`src/rtl/qam_pkg.sv`:
```
// Shared types and constants for the QAM configuration sequencer.
package qam_pkg;

  // Clock cycles per symbol at the fastest baud (11059200 / 19200).
  localparam int unsigned CLK_PER_SYM_MIN = 576;

  // Width of the shared state-duration counter.
  localparam int unsigned CNT_W = 20;

  // Baud codes; the slowest rate uses the longest symbol.
  typedef enum logic [1:0] {
    BAUD_2400  = 2'b00,
    BAUD_4800  = 2'b01,
    BAUD_9600  = 2'b10,
    BAUD_19200 = 2'b11
  } baud_e;

  // Packed configuration word, MSB first.
  typedef struct packed {
    logic        mod_type;
    logic [1:0]  baud_rate;
    logic        filter_enable;
    logic        use_sqrt_rcos;
    logic [15:0] carrier_freq;
  } cfg_t;

  typedef enum logic [2:0] {
    ST_FLUSH,
    ST_SETTLE,
    ST_RUN,
    ST_MUTE,
    ST_APPLY
  } state_e;

endpackage

```
`src/rtl/qam_settle_calc.sv`:
```
// Settle duration in clk cycles for a given baud code: symbols times
// the symbol period, which doubles for each step below 19200 Bd.
module qam_settle_calc
  import qam_pkg::*;
#(
  parameter int unsigned SETTLE_SYMBOLS = 16
) (
  input  logic [1:0]       baud_rate_i,
  output logic [CNT_W-1:0] settle_cycles_o
);

  logic [1:0]       shift_amt;
  logic [CNT_W-1:0] clk_per_sym;

  // Shift the minimum symbol period up for slower bauds, then scale.
  always_comb begin
    shift_amt       = 2'(BAUD_19200) - baud_rate_i;
    clk_per_sym     = CNT_W'(CLK_PER_SYM_MIN) << shift_amt;
    settle_cycles_o = clk_per_sym * CNT_W'(SETTLE_SYMBOLS);
  end

endmodule

```
`src/rtl/qam_cfg_sequencer.sv`:
```
// Run-time configuration sequencer for the QAM modulator: accepts a
// request, mutes the output, flushes the datapath under reset, applies
// the new settings, waits for the filters to settle, then unmutes.
module qam_cfg_sequencer
  import qam_pkg::*;
#(
  parameter int unsigned MUTE_CYCLES    = 64,
  parameter int unsigned FLUSH_CYCLES   = 16,
  parameter int unsigned SETTLE_SYMBOLS = 16,
  parameter logic [20:0] DEF_CFG        = 21'h0_0000
) (
  input  logic        clk,
  input  logic        rst,
  input  logic        cfg_valid,
  output logic        cfg_ready,
  input  logic        cfg_mod_type,
  input  logic [1:0]  cfg_baud_rate,
  input  logic        cfg_filter_enable,
  input  logic        cfg_use_sqrt_rcos,
  input  logic [15:0] cfg_carrier_freq,
  output logic        mod_type,
  output logic [1:0]  baud_rate,
  output logic        filter_enable,
  output logic        use_sqrt_rcos,
  output logic [15:0] carrier_freq_set,
  output logic        dp_rst_n,
  input  logic [31:0] mod_iq_in,
  output logic [31:0] mod_iq,
  output logic        busy,
  output logic        cfg_done
);

  localparam logic [CNT_W-1:0] MUTE_LAST  = CNT_W'(MUTE_CYCLES - 1);
  localparam logic [CNT_W-1:0] FLUSH_LAST = CNT_W'(FLUSH_CYCLES - 1);

  state_e           state_q, state_d;
  logic [CNT_W-1:0] cnt_q, cnt_d;
  logic             first_q, first_d;
  cfg_t             applied_q, applied_d;
  cfg_t             pending_q, pending_d;
  logic             done_q, done_d;
  logic [31:0]      mod_iq_q;

  cfg_t             req;
  logic             handshake;
  logic [CNT_W-1:0] settle_cycles;
  logic [CNT_W-1:0] settle_last;

  assign req = {cfg_mod_type, cfg_baud_rate, cfg_filter_enable,
                cfg_use_sqrt_rcos, cfg_carrier_freq};

  // Settle time follows the applied baud, which is already updated by SETTLE.
  qam_settle_calc #(
    .SETTLE_SYMBOLS (SETTLE_SYMBOLS)
  ) u_settle_calc (
    .baud_rate_i     (applied_q.baud_rate),
    .settle_cycles_o (settle_cycles)
  );

  assign settle_last = settle_cycles - CNT_W'(1);

  // Status outputs decode the state and are forced to reset values by rst.
  assign cfg_ready = !rst && (state_q == ST_RUN);
  assign busy      = rst || (state_q != ST_RUN);
  assign dp_rst_n  = !rst && (state_q == ST_SETTLE || state_q == ST_RUN ||
                              state_q == ST_MUTE);
  assign handshake = cfg_valid && cfg_ready;

  assign mod_type         = applied_q.mod_type;
  assign baud_rate        = applied_q.baud_rate;
  assign filter_enable    = applied_q.filter_enable;
  assign use_sqrt_rcos    = applied_q.use_sqrt_rcos;
  assign carrier_freq_set = applied_q.carrier_freq;
  assign mod_iq           = mod_iq_q;
  assign cfg_done         = done_q;

  // Next-state, counter and config-register update logic.
  always_comb begin
    // NOTE: every variable gets a default first so no path infers a latch.
    state_d   = state_q;
    cnt_d     = cnt_q + CNT_W'(1);
    first_d   = first_q;
    applied_d = applied_q;
    pending_d = pending_q;
    done_d    = 1'b0;

    unique case (state_q)
      ST_FLUSH: begin
        if (cnt_q == FLUSH_LAST) begin
          if (first_q) begin
            state_d = ST_SETTLE;
            first_d = 1'b0;
          end else begin
            // Load on entry to APPLY so the change is visible only while
            // the datapath is still held in reset.
            state_d   = ST_APPLY;
            applied_d = pending_q;
          end
        end
      end
      ST_APPLY: state_d = ST_SETTLE;
      ST_SETTLE: begin
        if (cnt_q == settle_last) begin
          state_d = ST_RUN;
          done_d  = 1'b1;
        end
      end
      ST_RUN: begin
        if (handshake) begin
          if (req == applied_q) begin
            done_d = 1'b1;
          end else begin
            pending_d = req;
            state_d   = ST_MUTE;
          end
        end
      end
      ST_MUTE: begin
        if (cnt_q == MUTE_LAST) state_d = ST_FLUSH;
      end
      default: state_d = ST_FLUSH;
    endcase

    if (state_d != state_q) cnt_d = '0;
  end

  // State and datapath registers with synchronous reset.
  always_ff @(posedge clk) begin
    // NOTE: non-blocking assignments keep every register sampling the
    // pre-edge values, independent of statement order.
    if (rst) begin
      state_q   <= ST_FLUSH;
      cnt_q     <= '0;
      first_q   <= 1'b1;
      applied_q <= cfg_t'(DEF_CFG);
      pending_q <= cfg_t'(DEF_CFG);
      done_q    <= 1'b0;
      mod_iq_q  <= '0;
    end else begin
      state_q   <= state_d;
      cnt_q     <= cnt_d;
      first_q   <= first_d;
      applied_q <= applied_d;
      pending_q <= pending_d;
      done_q    <= done_d;
      mod_iq_q  <= (state_q == ST_RUN) ? mod_iq_in : 32'h0;
    end
  end

endmodule

```
`config.mk`:
```
export PLATFORM = sky130hd
export DESIGN_NAME = qam_cfg_sequencer
export DESIGN_NICKNAME = d
export VERILOG_FILES = /design/src/rtl/qam_pkg.sv /design/src/rtl/qam_settle_calc.sv /design/src/rtl/qam_cfg_sequencer.sv
export SDC_FILE = /design/constraint.sdc
export NUM_CORES = 1
export LEC_CHECK = 0
export CAP_MARGIN = 10
export CORE_ASPECT_RATIO = 1.4
export CORE_MARGIN = 8
export CORE_UTILIZATION = 65
export CTS_CLUSTER_SIZE = 30
export DETAILED_ROUTE_END_ITERATION = 8
export DONT_BUFFER_PORTS = 1
export PLACE_DENSITY_LB_ADDON = 0.12
export SLEW_MARGIN = 20
export SYNTH_ARGS = -nofsm -noshare
export SYNTH_HDL_FRONTEND = slang
export SYNTH_SLANG_ARGS = --single-unit
```
`constraint.sdc`:
```
create_clock -name clk -period 3.5 [get_ports clk]
set_clock_uncertainty 0.2 [all_clocks]
set_input_delay 0.35 -clock clk [delete_from_list [all_inputs] [get_ports clk]]
set_output_delay 0.35 -clock clk [all_outputs]
set_load 0.05 [all_outputs]
```
# Word level (Yosys, flattened, before mapping)
# Cells that the tools add are included.
# op_classes
add_sub_neg,3
mux,11
reduce_logical,13
shifts,1
bitwise_logic,3
n_eq_ne,10
# op_table
op,n
21-bit equality test,1
"20-bit by 1-bit adder with 20-bit output, second input constant",1
20-bit equality test,1
"20-bit by 4-bit equality test with 1-bit output, second input constant",1
"20-bit by 6-bit equality test with 1-bit output, second input constant",1
"20-bit by 1-bit subtractor with 20-bit output, second input constant",1
3-bit two-way mux,6
"10-bit by 2-bit left shift with 16-bit output, first input constant",1
3-bit one-hot mux with 5 select lines,1
"3-bit by 2-bit equality test with 1-bit output, second input constant",2
3-bit AND reduction,2
2-bit OR reduction,2
"3-bit by 1-bit equality test with 1-bit output, second input constant",1
"3-bit equality test, second input constant",1
1-bit logical AND,3
3-bit zero test,1
1-bit logical OR,3
1-bit two-way mux,3
"3-bit by 2-bit inequality test with 1-bit output, second input constant",1
3-bit inequality test,1
1-bit inverter,3
1-bit one-hot mux with 2 select lines,1
2-bit AND reduction,1
"2-bit subtractor, first input constant",1
1-bit zero test,1
# totals
regBits,99
wordCells,56
out_inout_bits,57
input_bits,56

# Logic depth before layout (Yosys ltp)
# Gate-level depths: netlist of run 1.
# depth
word_depth,8
ltp_mapped,8
mapped_depth_nobuf,7

# Cells and area by module
# A second synthesis of run 1 with hierarchy kept.
# hier_totals
cells_unflattened,554
hier_area_um2,4739.5
# by_module_without_submodules
module,seq_area_each_um2,instances,area_per_inst_um2,cells_per_inst
qam_cfg_sequencer,1981.9,1,4561.9,531
qam_settle_calc,0.0,1,177.7,23

# Worst setup path after synthesis of run 1
# No wires, ideal clock.
# synth_path
path_type,in2out
start,input rst
end,output busy
path_slack_ns,1.019
cell_stages,5
arrival_ns,1.931
path_buffers,2
path_cell_list,or2_1 > clkbuf_1 > nor3_4 > clkbuf_1 > inv_1
# synth_via
elab_chain_len,1
# synth_rtl
item,line,source
from (decl),qam_cfg_sequencer.sv:13,"input logic rst,"
1-bit logical OR,qam_cfg_sequencer.sv:64,assign busy = rst || (state_q != ST_RUN);
to (decl),qam_cfg_sequencer.sv:29,"output logic busy,"
# Every way passes these cells.

# Final worst setup path of run 1
# layout_path
start,register applied_q (netlist bit baud_rate[1])
end,register cnt_q[1]
# layout_via
elab_chain_len,8
word_cells_on_any_way,11
# layout_rtl
item,line,source
from (decl),qam_cfg_sequencer.sv:39,"cfg_t applied_q, applied_d;"
from (signal assigned),qam_cfg_sequencer.sv:135,applied_q <= cfg_t'(DEF_CFG);
from (signal assigned),qam_cfg_sequencer.sv:143,applied_q <= applied_d;
2-bit subtractor,qam_settle_calc.sv:17,shift_amt = 2'(BAUD_19200) - baud_rate_i;
10-bit by 2-bit left shift with 16-bit output,qam_settle_calc.sv:18,clk_per_sym = CNT_W'(CLK_PER_SYM_MIN) << shift_amt;
20-bit by 1-bit subtractor with 20-bit output,qam_cfg_sequencer.sv:60,assign settle_last = settle_cycles - CNT_W'(1);
20-bit equality test,qam_cfg_sequencer.sv:103,if (cnt_q == settle_last) begin
3-bit two-way mux,qam_cfg_sequencer.sv:103,
3-bit one-hot mux with 5 select lines *,qam_cfg_sequencer.sv:87,unique case (state_q)
3-bit inequality test *,qam_cfg_sequencer.sv:124,if (state_d != state_q) cnt_d = '0;
2-bit OR reduction (no line) *,--,
to (signal assigned),qam_cfg_sequencer.sv:141,cnt_q <= cnt_d;
to (decl),qam_cfg_sequencer.sv:37,"logic [CNT_W-1:0] cnt_q, cnt_d;"
# Every way passes the cells marked *; elsewhere a longest branch is shown, timed or not.
# A chain may end at the register's enable or synchronous reset.

==> Implementation_results.wiki, run 1 <==
{| class="wikitable"
! Metric !! Value
|-
| Outcome || finished, final reports clean
|-
| Number of buffers on the longest clock path || 2
|-
| Sink Count || 99
|-
| Number of library cell types mapped by synthesis || 46
|-
| Total power of the final layout || 1.94 mW
|-
| EDFF count, synth || 0
|-
| CTS tree || done
|-
| Setup repair after global routing missed its margin || no
|-
| Fin util || 0.821
|-
| DRC violation count after routing || 0
|-
| Layer with the highest usage after global routing || met2
|-
| Tcrit/Tclk final || 0.803
|-
| Element type at the critical path end || register
|-
| Switching Power || 472 µW
|-
| Final Slew Violations || 0
|-
| Synth Flop Type || sky130_fd_sc_hd__dfxtp_1
|-
| Proportion of layout cells with a drive suffix above 1 || 0.124
|-
| Final HPWL from detailed placement || 6170 µm
|-
| Synth warnings || 0
|-
| Register area share after synthesis || 0.505
|-
| Type of element launching the critical path || register
|-
| Share of power burned in the clock network || 0.369
|-
| Via total after detailed routing || 3047
|-
| Met3 routing resource usage after global routing || 0.0706
|-
| Sequential Area || 1980 µm²
|-
| Sequential Power Share || 0.584
|-
| Worst reg2reg setup slack || 0.69 ns
|-
| Clock transition at path regs || ~0.11 ns
|-
| Most frequent cell after synthesis || sky130_fd_sc_hd__dfxtp_1
|-
| Number of buffers inserted for hold repair after clock tree synthesis || 55
|-
| Effective utilization at floorplan || 0.670
|-
| LEAKAGE || roughly 1.7 nW
|-
| Peak clock frequency supported by timing || 0.356 GHz
|-
| Die width || approximately 82 µm
|-
| Maximum number of pins on one net before global-route repair || 45
|-
| Total non-filler cell area in the finished layout || around 4800 µm²
|-
| Routability cong. || 0.807
|-
| Cells taking the most area after synthesis || sky130_fd_sc_hd__dfxtp_1, sky130_fd_sc_hd__xnor2_1, sky130_fd_sc_hd__mux2i_1, sky130_fd_sc_hd__and2_1, sky130_fd_sc_hd__nand2_1
|-
| Worst r2r src || baud_rate[1]
|-
| VDD IR-drop max || ~0.38 mV
|-
| Port Buf Inserts || 0
|-
| Worst min-delay path category || in2reg
|-
| Resized Gates After CTS || 0
|-
| Clock buffers created by TritonCTS || 9
|-
| Accumulated negative setup slack || 0 ns
|-
| Worst-case reg-to-reg path depth || 6
|-
| Share of Yosys cell area claimed by the top area cell type || 0.505
|-
| Worst hold stages || 2
|-
| Combinational group share of total power || 0.047
|-
| Boundary pin count || 113
|-
| Global-route met2 utilization || 0.411
|-
| Area overhead of the layout relative to synthesis || 22.5%
|-
| Count of nets left with antenna violations after detail routing || 0
|-
| Routed wire per std cell || 18.0 µm
|-
| Total Routed Length || 9950 µm
|-
| Synth Cell Area || slightly below 4000 µm²
|-
| Number of max-cap violations || 0
|-
| Net switching fraction of the power || 0.243
|-
| Pwr per Cell Area || roughly 400 nW/µm²
|-
| Global-route wire length before repair || 15600 µm
|-
| Transition at the pin with the smallest max-transition slack || approximately 1 ns
|-
| Cell internal power dissipation || 1.47 mW
|-
| Hold Crit Start || rst
|-
| Core Rows || 33
|-
| Multi-input combinational cell area || 1790 µm²
|-
| Kind of critical path || reg2reg
|-
| Die height || roughly 110 µm
|-
| Worst reg2reg path endpoint || cnt_q[1]
|-
| Async set or reset register ratio after synthesis || 0
|-
| Top cell type by total area after synthesis || sky130_fd_sc_hd__dfxtp_1
|-
| Layout fillers || 361
|-
| Nets || 536
|-
| Number of global-route vias before repair || 3182
|-
| Time the final worst path needs with I/O delays and setup || around 2.8 ns
|-
| Crit Path Max Fanout || 23
|-
| Dpl cell area || a little over 4000 µm²
|-
| Routed vias/inst || about 5.5
|-
| Final setup violating endpoints || 0
|-
| Cells after Synth || 414
|-
| Starting DRT DRC Count || 162
|-
| Area of the die || slightly below 9000 µm²
|-
| Number of levels in the clock H-tree || 3
|-
| Tightest slew margin relative to the limit || 0.330
|-
| Tightest hold margin || ~0.032 ns
|-
| Total Routing Usage GR || 0.227
|-
| Flip-flop and latch count after synthesis || 99
|-
| Number of antenna violations at the first check in global routing || 0
|-
| Worst Path Required || 3.59 ns
|-
| CORE AREA || ~5900 µm²
|-
| Worst min-delay path endpoint || state_q[0]
|-
| Avg Synthesized Cell Area || 9.48 µm²
|-
| Clock insertion delay at the later pin of the skew report || 0.37 ns
|-
| Grt total ovfl || 0
|-
| GR met1 Demand/Resource || 0.234
|-
| Final hold violations || 0
|-
| Post-synth net total || roughly 470
|-
| Setup bufs post-CTS || 0
|-
| Diodes inserted || 0
|-
| Number of optimization iterations in the first detailed-route pass || 4
|-
| Crit path arrival time || 2.90 ns
|-
| Post-synth top cells || sky130_fd_sc_hd__dfxtp_1, sky130_fd_sc_hd__nand2_1, sky130_fd_sc_hd__nor2_1, sky130_fd_sc_hd__and2_1, sky130_fd_sc_hd__xnor2_1
|-
| Clock Root Buffer || sky130_fd_sc_hd__clkbuf_8
|}
worst max-delay path, cell delays in order, from the launching register on:
cell and delay (ns):
sky130_fd_sc_hd__dfxtp_1 0.81, sky130_fd_sc_hd__xnor2_1 0.19, sky130_fd_sc_hd__nand4_1 0.13, sky130_fd_sc_hd__nor4_2 0.44
sky130_fd_sc_hd__a21oi_4 0.32, sky130_fd_sc_hd__o22a_4 0.42, sky130_fd_sc_hd__nor3b_2 0.23
cells by family (layout without fill, tap and decap cells):
logic type / count (synthesis) / count (layout) / share of synthesized area
AO/OA/AOI/OAI: 36 / 36 / 0.0593
XOR/XNOR: 40 / 40 / 0.0892
buffers and inverters: 29 / 99 / 0.0411
AND/OR/NAND/NOR: 187 / 187 / 0.246
adder cells (fa/ha/maj): 1 / 1 / 0.00319
multiplexers: 22 / 22 / 0.0561
flip-flops: 99 / 99 / 0.505
worst max path at each step:
stage | startpoint | to | slack (ns) | depth (start not counted)
floorplan | rst | busy | 1.02 | 5
finish | baud_rate[1] | cnt_q[1] | 0.69 | 6
global placement | baud_rate[1] | cnt_q[3] | 0.73 | 6
CTS | baud_rate[1] | cnt_q[3] | 0.71 | 6
detailed placement | baud_rate[1] | cnt_q[3] | 0.72 | 6
global route | baud_rate[1] | cnt_q[3] | 0.52 | 6
through the flow:
step                      cells  setup slack [ns]
after CTS                   554             0.710
after detailed placement    483             0.721
after floorplan             414              1.02
after global routing        554             0.522
after global placement      483             0.734
final                       554             0.690
layout make-up:
cell class | count | share of cell area
inverter | 5 | 0.00390
multi-input combinational | 286 | 0.372
clock inverter | 7 | 0.0156
clock buffer | 9 | 0.0257
tap | 70 | 0.0182
sequential | 99 | 0.412
timing repair buffer | 78 | 0.152
sequential cells by signal, summed over array words and instances, names as in the netlist, 2 cells and up:
| register | count |
|---|---|
| pending_q | 21 |
| carrier_freq_set | 16 |
| mod_iq | 32 |
| cnt_q | 20 |
| baud_rate | 2 |
| state_q | 3 |
metal layers:
| metal | part of all wire | wire, µm |
|---|---|---|
| met1 | 0.36 | 3590 |
| met2 | 0.55 | 5440 |
| met3 | 0.071 | 706 |
| met4 | 0.021 | 212 |
| met5 | 0 | 0 |
power groups by stage:
stage          sequential, mW  clock (mW)  combinational [mW]
5_1_grt                  1.13       0.769              0.0966
3_5_place_dp             1.16           0              0.0301
6_report                 1.13       0.717              0.0914
3_3_place_gp             1.16           0              0.0297
4_1_cts                  1.13       0.723              0.0894
2_1_floorplan            1.16           0              0.0357
cell usage in the layout (no fill, tap or decap), types with 3 or more instances in the layout:
cell type / Yosys / routed
sky130_fd_sc_hd__nor2_1: 46 / 46
sky130_fd_sc_hd__inv_1: 5 / 5
sky130_fd_sc_hd__dfxtp_1: 99 / 99
sky130_fd_sc_hd__a21oi_1: 22 / 22
sky130_fd_sc_hd__nor2_2: 6 / 6
sky130_fd_sc_hd__nand2_1: 52 / 52
sky130_fd_sc_hd__nor3_2: 4 / 4
sky130_fd_sc_hd__nor3_1: 7 / 7
sky130_fd_sc_hd__nand3_1: 8 / 8
sky130_fd_sc_hd__xor2_1: 12 / 12
sky130_fd_sc_hd__and2_1: 32 / 32
sky130_fd_sc_hd__mux2i_1: 22 / 22
sky130_fd_sc_hd__and3_1: 3 / 3
sky130_fd_sc_hd__inv_8: 0 / 3
sky130_fd_sc_hd__buf_4: 2 / 23
sky130_fd_sc_hd__dlygate4sd3_1: 0 / 54
sky130_fd_sc_hd__nand4_1: 13 / 13
sky130_fd_sc_hd__clkbuf_8: 0 / 9
sky130_fd_sc_hd__xnor2_1: 28 / 28
No activity file was read; power rests on OpenSTA's default activity.
==> run 2, diff against run 1 <==
CORE_UTILIZATION = 56   (was 65)
clock period = 2.4 ns   (was 3.5 ns; I/O delays follow)
==> run 2 against run 1 <==
Compared with the run above: sequential share of layout area is 1.4 points lower; non-clock buffer count increased by 14; final area grew 3.6%; register-to-register slack lost 0.55 ns; critical path type is now reg2out; largest cell class unchanged.
==> Implementation_results.wiki, run 2 (synthesis gave the netlist of run 1 again) <==
{| class="wikitable"
! Metric !! Value
|-
| Outcome || finished, final reports clean
|-
| Number of buffers on the longest clock path || 2 (unchanged)
|-
| Worst Path Required || 1.96 ns (-1.63 ns)
|-
| Proportion of layout cells with a drive suffix above 1 || 0.149 (+0.0246)
|-
| Clock transition at path regs || 0.10 ns (about the same)
|-
| Multi-input combinational cell area || 1790 µm² (unchanged)
|-
| Setup bufs post-CTS || 0 (unchanged)
|-
| Via total after detailed routing || 3064 (+0.56%)
|-
| Resized Gates After CTS || 0 (unchanged)
|-
| Layout fillers || 505 (+40%)
|-
| Fin util || 0.723 (-0.0976)
|-
| LEAKAGE || 1.81 nW (+5.2%)
|-
| Tcrit/Tclk final || 0.954
|-
| Peak clock frequency supported by timing || ~0.44 GHz
|-
| Number of antenna violations at the first check in global routing || 0 (unchanged)
|-
| Port Buf Inserts || 0 (unchanged)
|-
| Clock insertion delay at the later pin of the skew report || 0.37 ns (about the same)
|-
| Total Routed Length || 9800 µm (-1.5%)
|-
| Final Slew Violations || 0 (unchanged)
|-
| Element type at the critical path end || output pin
|-
| Nets || 550 (+2.6%)
|-
| Final HPWL from detailed placement || 6320 µm (+2.4%)
|-
| Routability cong. || 0.806 (about the same)
|-
| Boundary pin count || 113 (unchanged)
|-
| Die width || 86.8 µm (+6.2%)
|-
| DRC violation count after routing || 0 (unchanged)
|-
| Tightest hold margin || 0.0312 ns (-0.000975 ns)
|-
| Tightest slew margin relative to the limit || 0.652 (+0.322)
|-
| Number of max-cap violations || 0 (unchanged)
|-
| Global-route wire length before repair || 15700 µm (+0.66%)
|-
| Total Routing Usage GR || 0.202 (-0.0249)
|-
| CORE AREA || 6890 µm² (+18%)
|-
| Number of global-route vias before repair || 3159 (-0.72%)
|-
| CP max stage delay || 0.38 ns (-0.43 ns)
|-
| Area overhead of the layout relative to synthesis || 26.9%
|-
| Core Rows || 36 (+9.1%)
|-
| Crit path arrival time || 1.85 ns (-1.05 ns)
|-
| Instance count after placement with tap cells included || 521 (+7.9%)
|-
| Final hold violations || 0 (unchanged)
|-
| Number of levels in the clock H-tree || 3 (unchanged)
|-
| Commonest non-fill, non-tap cells in the layout || sky130_fd_sc_hd__dfxtp_1, sky130_fd_sc_hd__dlygate4sd3_1, sky130_fd_sc_hd__nand2_1
|-
| Routed vias/inst || 5.17 (-6.1%)
|-
| Starting DRT DRC Count || 153 (-5.6%)
|-
| Die height || 115 µm (+6.6%)
|-
| VDD IR-drop max || 0.489 mV (+30%)
|-
| Critical path, cell by cell || or2_1 > nor3_4 > buf_4 > inv_1 > buf_4
|-
| Routed wire per std cell || 16.5 µm (-8.0%)
|-
| Effective utilization at floorplan || 0.570 (-0.0999)
|-
| Sequential Area || 1980 µm² (about the same)
|-
| Crit Path Max Fanout || 34 (+48%)
|-
| Worst path top cell family by delay || buffers and inverters
|-
| Clock buffers created by TritonCTS || 9 (unchanged)
|-
| Diodes inserted || 0 (unchanged)
|-
| Type of element launching the critical path || register
|-
| Pwr per Cell Area || 580 nW/µm² (+44%)
|-
| CTS tree || done
|-
| Area of the die || 9980 µm² (+13%)
|-
| Time the final worst path needs with I/O delays and setup || 2.29 ns
|-
| Transition at the pin with the smallest max-transition slack || 0.521 ns (-0.481 ns)
|-
| Count of nets left with antenna violations after detail routing || 0 (unchanged)
|-
| Maximum number of pins on one net before global-route repair || 46 (+2.2%)
|-
| Number of optimization iterations in the first detailed-route pass || 6 (+2)
|-
| Setup repair after global routing missed its margin || no
|-
| Non-Filler Instances || 593 (+7.0%)
|-
| Critical Path Slowest Stage Cell || sky130_fd_sc_hd__buf_4
|-
| Kind of critical path || reg2out
|-
| Grt total ovfl || 0 (unchanged)
|-
| Number of flip-flops under the largest register name || 32 (unchanged)
|-
| Clock Root Buffer || sky130_fd_sc_hd__clkbuf_8
|-
| Accumulated negative setup slack || 0 ns (unchanged)
|-
| Most common library cell in the layout ignoring fill and taps || sky130_fd_sc_hd__dfxtp_1
|-
| Worst reg2reg setup slack || 0.14 ns (-0.55 ns)
|-
| Most Frequent Cell on Critical Path || sky130_fd_sc_hd__buf_4
|-
| CP bufs+invs || 3 (+3)
|-
| Final setup violating endpoints || 0 (unchanged)
|-
| Sink Count || 99 (unchanged)
|-
| Worst min-delay path category || in2reg
|}
## run 2: final cells by class
class,instances,share of cell area
clock buffers,9,0.0249
clock inverters,7,0.0163
inverters,5,0.00377
multi-input cells,286,0.359
flip-flops and latches,99,0.398
well taps,95,0.0239
repair buffers,92,0.174
## run 2: tightest hold or removal path: stages
cell	delay [ns]
sky130_fd_sc_hd__or2_1	0.13
sky130_fd_sc_hd__buf_4	0.15
sky130_fd_sc_hd__a21oi_1	0.04
## run 2: where the power goes
part	switching, mW	internal, mW
combinational	0.0493	0.0879
clock	0.601	0.500
sequential	0.00455	1.65
## run 2: final timing paths
check                 from                   end  cells after the start
max             state_q[2]                  busy                      5
min                    rst            state_q[1]                      3
max reg2reg       cnt_q[7]             cnt_q[10]                      6
min reg2reg  pending_q[12]  carrier_freq_set[12]                      2
## run 2: metal layers
metal	track usage	vias to the layer above	routed length [µm]
met4	0.0819	0	186
met2	0.368	91	5260
met1	0.204	1433	3640
met3	0.0672	15	714
met5	0	-	0
li1	-	1525	-
## run 2: repair_timing
action / in CTS / in global routing
endpoints found under the setup margin: 0 / 1
endpoints found under the hold margin: 78 / 0
hold buffers: 56 / 0
## run 2: metrics by stage
step           power [mW]  setup slack [ns]  cell area, µm²
6_report             2.89             0.110            4980
5_1_grt              2.99          0.000935            4980
4_1_cts              2.91             0.102            4980
3_5_place_dp         1.74             0.111            4210
3_3_place_gp         1.74             0.186            4210
2_1_floorplan        1.74            0.0444            3930
